File: src/rtl/pipe_control.sv
// Main control for a 5-stage MIPS pipeline: ID decode, load-use/freeze stalls, BEQ resolve
// and ID/EX, EX/MEM, MEM/WB control registers. Define PIPE_CONTROL_BNE_EN to also decode BNE.
module pipe_control #(
  parameter int REG_AW = 5,
  parameter int OPC_W  = 6
) (
  input  logic              clk,
  input  logic              reset,
  input  logic              id_valid,
  input  logic [OPC_W-1:0]  id_opcode,
  input  logic [REG_AW-1:0] id_rs,
  input  logic [REG_AW-1:0] id_rt,
  input  logic [REG_AW-1:0] id_rd,
  input  logic              branch_equal,
  input  logic              dmem_ready,
  output logic              stall,
  output logic              if_flush,
  output logic              branch_taken,
  output logic [1:0]        ex_alu_op,
  output logic              ex_alu_src,
  output logic [REG_AW-1:0] ex_dst,
  output logic              mem_read,
  output logic              mem_write,
  output logic [REG_AW-1:0] mem_dst,
  output logic              wb_reg_write,
  output logic              wb_memto_reg,
  output logic [REG_AW-1:0] wb_dst
);

  localparam logic [OPC_W-1:0] OP_RTYPE = OPC_W'(6'b000000);
  localparam logic [OPC_W-1:0] OP_LW    = OPC_W'(6'b100011);
  localparam logic [OPC_W-1:0] OP_SW    = OPC_W'(6'b101011);
  localparam logic [OPC_W-1:0] OP_ADDI  = OPC_W'(6'b001000);
  localparam logic [OPC_W-1:0] OP_BEQ   = OPC_W'(6'b000100);
`ifdef PIPE_CONTROL_BNE_EN
  localparam logic [OPC_W-1:0] OP_BNE   = OPC_W'(6'b000101);
`endif

  typedef struct packed {
    logic [1:0]        alu_op;
    logic              alu_src;
    logic              mem_read;
    logic              mem_write;
    logic              reg_write;
    logic              memto_reg;
    logic [REG_AW-1:0] dst;
  } ex_ctrl_t;

  typedef struct packed {
    logic              mem_read;
    logic              mem_write;
    logic              reg_write;
    logic              memto_reg;
    logic [REG_AW-1:0] dst;
  } mem_ctrl_t;

  typedef struct packed {
    logic              reg_write;
    logic              memto_reg;
    logic [REG_AW-1:0] dst;
  } wb_ctrl_t;

  ex_ctrl_t  w_dec;
  logic      w_use_rs, w_use_rt, w_is_br, w_br_cond;
  logic      w_freeze, w_load_use;
  ex_ctrl_t  r_idex;
  mem_ctrl_t r_exmem;
  wb_ctrl_t  r_memwb;

  // NOTE: every signal gets a default before the case so no path leaves it unassigned (no latch).
  always_comb begin
    w_dec     = '0;
    w_use_rs  = 1'b0;
    w_use_rt  = 1'b0;
    w_is_br   = 1'b0;
    w_br_cond = 1'b0;
    if (id_valid) begin
      case (id_opcode)
        OP_LW: begin
          w_dec.alu_src   = 1'b1;
          w_dec.mem_read  = 1'b1;
          w_dec.reg_write = 1'b1;
          w_dec.memto_reg = 1'b1;
          w_dec.dst       = id_rt;
          w_use_rs        = 1'b1;
        end
        OP_SW: begin
          w_dec.alu_src   = 1'b1;
          w_dec.mem_write = 1'b1;
          w_use_rs        = 1'b1;
          w_use_rt        = 1'b1;
        end
        OP_ADDI: begin
          w_dec.alu_op    = 2'b11;
          w_dec.alu_src   = 1'b1;
          w_dec.reg_write = 1'b1;
          w_dec.dst       = id_rt;
          w_use_rs        = 1'b1;
        end
        OP_BEQ: begin
          w_dec.alu_op = 2'b01;
          w_use_rs     = 1'b1;
          w_use_rt     = 1'b1;
          w_is_br      = 1'b1;
          w_br_cond    = branch_equal;
        end
`ifdef PIPE_CONTROL_BNE_EN
        OP_BNE: begin
          w_dec.alu_op = 2'b01;
          w_use_rs     = 1'b1;
          w_use_rt     = 1'b1;
          w_is_br      = 1'b1;
          w_br_cond    = ~branch_equal;
        end
`endif
        OP_RTYPE: begin
          w_dec.alu_op    = 2'b10;
          w_dec.reg_write = 1'b1;
          w_dec.dst       = id_rd;
          w_use_rs        = 1'b1;
          w_use_rt        = 1'b1;
        end
        default: ;
      endcase
    end
  end

  // A freeze masks load-use: the hazard is re-evaluated once memory completes.
  assign w_freeze   = (r_exmem.mem_read | r_exmem.mem_write) & ~dmem_ready;
  assign w_load_use = ~w_freeze & r_idex.mem_read & (r_idex.dst != '0) &
                      ((w_use_rs & (r_idex.dst == id_rs)) | (w_use_rt & (r_idex.dst == id_rt)));

  assign stall        = ~reset & (w_freeze | w_load_use);
  assign branch_taken = ~reset & ~stall & w_is_br & w_br_cond;
  assign if_flush     = branch_taken;

  // NOTE: pipeline state uses non-blocking assignments so every stage samples pre-edge values.
  always_ff @(posedge clk or posedge reset) begin
    if (reset) begin
      r_idex  <= '0;
      r_exmem <= '0;
      r_memwb <= '0;
    end else if (w_freeze) begin
      // ID/EX and EX/MEM hold; a bubble stops write-back from repeating.
      r_memwb <= '0;
    end else begin
      r_idex  <= w_load_use ? '0 : w_dec;
      r_exmem <= '{mem_read:  r_idex.mem_read,  mem_write: r_idex.mem_write,
                   reg_write: r_idex.reg_write, memto_reg: r_idex.memto_reg,
                   dst:       r_idex.dst};
      r_memwb <= '{reg_write: r_exmem.reg_write, memto_reg: r_exmem.memto_reg,
                   dst:       r_exmem.dst};
    end
  end

  assign ex_alu_op    = r_idex.alu_op;
  assign ex_alu_src   = r_idex.alu_src;
  assign ex_dst       = r_idex.dst;
  assign mem_read     = r_exmem.mem_read;
  assign mem_write    = r_exmem.mem_write;
  assign mem_dst      = r_exmem.dst;
  assign wb_reg_write = r_memwb.reg_write;
  assign wb_memto_reg = r_memwb.memto_reg;
  assign wb_dst       = r_memwb.dst;

endmodule

File: config.mk
export PLATFORM = sky130hd
export DESIGN_NAME = pipe_control
export DESIGN_NICKNAME = d
export VERILOG_FILES = /design/src/rtl/pipe_control.sv
export SDC_FILE = /design/constraint.sdc
export NUM_CORES = 1
export LEC_CHECK = 0
export CAP_MARGIN = 20
export CORE_ASPECT_RATIO = 1.5
export CORE_UTILIZATION = 44
export CTS_CLUSTER_DIAMETER = 200
export DETAILED_ROUTE_END_ITERATION = 10
export PLACE_DENSITY = 0.79
export SLEW_MARGIN = 20
export SYNTH_ARGS = -nofsm -noshare
export SYNTH_HDL_FRONTEND = slang
export SYNTH_SLANG_ARGS = --single-unit
File: constraint.sdc
create_clock -name clk -period 3 [get_ports clk]
set_input_delay 0.6 -clock clk [delete_from_list [all_inputs] [get_ports clk]]
set_output_delay 0.6 -clock clk [all_outputs]
set_load 0.1 [all_outputs]
==> flow_metrics.tcl <==
set metrics [dict create \
    status "complete, no violations" \
    viasPerCell 5.30 \
    clk_pin_slew_ns 0.09 \
    syn_to_final_growth_pct 40.2 \
    worst_slack_ns 0.110 \
    cts_max_path_buffers 2 \
    reg2reg_to "ex_dst[1]" \
    fin_crit_sh 0.963 \
    grt_usage 0.198 \
    routedWlPerCell_um 13.7 \
    r2r-start "ex_dst[2]" \
    r2r_setup_slack_ns 0.84 \
    clk_latency_ns 0.27 \
    synth_warnings 0 \
    crit_required_ns 2.40 \
    worst_slew_pin_slew_ns 0.957 \
    cts_made_buffers 3 \
    post_cts_buffers 0 \
    grt_pass1_vias 1160 \
    fin_nets 218 \
    diodes 0 \
    skew_ns 0.00259 \
    fin_crit_ns 2.89 \
    critPathKind "flop to primary output" \
    async_flop_share 1.00 \
    cts_tree "yes" \
    timing.hold.ws_ns 0.497 \
    boundaryPins 51 \
    cp-end-kind "primary output" \
    avgSynthCellArea_um2 9.68 \
    grt_max_degree 27 \
    dieHeight_um 71.4 \
    hold_viol_final 0 \
    synth.area.top_cells "dfrtp_1 46%, nand2_1 8.2%, buf_4 6.9%, a22o_1 6.2%, xnor2_1 6.2%" \
    worstPathArrival_ns 2.29 \
    first_pass_iters 4 \
    fmax_mhz 346 \
    syn_nets 172 \
    yosysTopAreaCell "dfrtp_1" \
    grt.overflow.total 0 \
    rr_worst_depth 6 \
    drt-initial-drc-count 24 \
    power_leakage_uw 0.000952 \
    gp_congestion 0.937 \
    num_vias 1218 \
    antenna_found_initial 0 \
    cp-startpoint "ex_dst[2]" \
    wl_mm 3.15 \
    synth_top_area_frac 0.461 \
    synthCells 146 \
    drc 0 \
    hold_buffers 0 \
    finalSetupTns_ns 0 \
    yosysSeqAreaShare 0.461 \
    slew_headroom 0.361 \
    die_w_um 48.3 \
    cp_max_fo 6 \
    drv_slew 0 \
    crit_path_start_kind "flop" \
    synth-seq-cells 26 \
    hold_path_end "ex_alu_op[1]" \
    setup_viol 0 \
    cts.sinks 26 \
    root_buffer "clkbuf_8" \
    hpwlAfterDp_mm 2.47 \
    rsz0062_at_grt "no" \
    min_from "ex_alu_op[1]" \
    synth_edf_count 0 \
    port_buffers 50 \
    p_per_area_mw_per_mm2 366 \
    drive_above_1_share 0.257 \
    ys.flop_type "dfrtp_1" \
    start_util 0.475 \
    hold_class "flop to flop" \
    max-cap-violations 0 \
    ctsResizeCount 0 \
    fp-row-count 24 \
    die_area_mm2 0.00345 \
    core_area_mm2 0.00297 \
    cts_htree_levels 1 \
    detail-route-antenna-nets 0 \
    place_ws_ns 0.0249 \
    synth_cell_types 33 \
    grt_pass1_wl_mm 4.97 \
    holdPathStages 2 \
    mappedNetlistArea_mm2 0.00141 \
    synth_most_common_cell "nand2_1" \
    synthTopCellsByCount "31 x nand2_1, 26 x dfrtp_1, 13 x buf_4, 10 x a22o_1, 10 x xnor2_1" \
    vdd_ir_drop_max_uv 267 \
]
## worst max-delay path, cell delays in order, from the launching register on
cell and delay (ns):
dfrtp_1 0.48, or4_1 0.56, o21ai_2 0.23, nor4_2 0.11, or2_1 0.29, nor2_4 0.16, buf_12 0.19
## stage by stage
stage | area (um2) | instances | util | power (uW)
after floorplan | 1440 | 146 | - | 398
after global placement | 1900 | 226 | 0.640 | 447
after detailed placement | 1900 | 226 | 0.640 | 448
after CTS | 1970 | 230 | 0.664 | 726
after global routing | 1980 | 230 | 0.666 | 746
final | 1980 | 230 | 0.666 | 724
## routing by layer
layer / wire, um / track usage
met5: 0 / 0
met1: 1220 / 0.225
met3: 110 / 0.0252
met4: 82 / 0.0926
met2: 1730 / 0.342
## worst max-delay path by stage
stage          cells past startpoint  slack (ns)            to
3_5_place_dp                       7        0.02         stall
2_1_floorplan                      6        0.08      if_flush
6_report                           6        0.11  branch_taken
5_1_grt                            6        0.03      if_flush
3_3_place_gp                       7        0.07         stall
4_1_cts                            7        0.02         stall
## report_power, final
group	internal [uW]	switching [uW]	total, uW
logic	46.4	41.2	87.6
registers	352	0.958	353
clock network	178	106	284
total	576	148	724
## final cells by class
type / count / area (um2)
Clock buffer: 3 / 41.3
Tap cell: 39 / 48.8
Timing Repair Buffer: 59 / 551
Fill cell: 239 / 992
Inverter: 1 / 3.75
Sequential cell: 26 / 653
Multi-Input combinational cell: 101 / 653
Clock inverter: 1 / 30.0
## layout by cell type, fill, tap and decap left out, drive strengths merged, types with 3 or more instances in the layout
cell / n
a22o: 10
and2: 7
buf: 34
clkbuf: 3
clkdlybuf4s50: 22
dfrtp: 26
dlymetal6s2s: 3
nand2: 31
nand4: 5
nor2: 4
nor3: 4
nor4: 3
o21ai: 6
xnor2: 10
## cell families (layout without fill, tap and decap cells)
kind of cell | count (synthesis) | after routing | synth area share
buf+inv | 19 | 64 | 0.0850
flops | 26 | 26 | 0.461
simple gates | 66 | 66 | 0.254
mux | 2 | 2 | 0.0159
xor+xnor | 11 | 11 | 0.0682
compound gates | 22 | 22 | 0.116
Power figures use the tool's default switching activity.
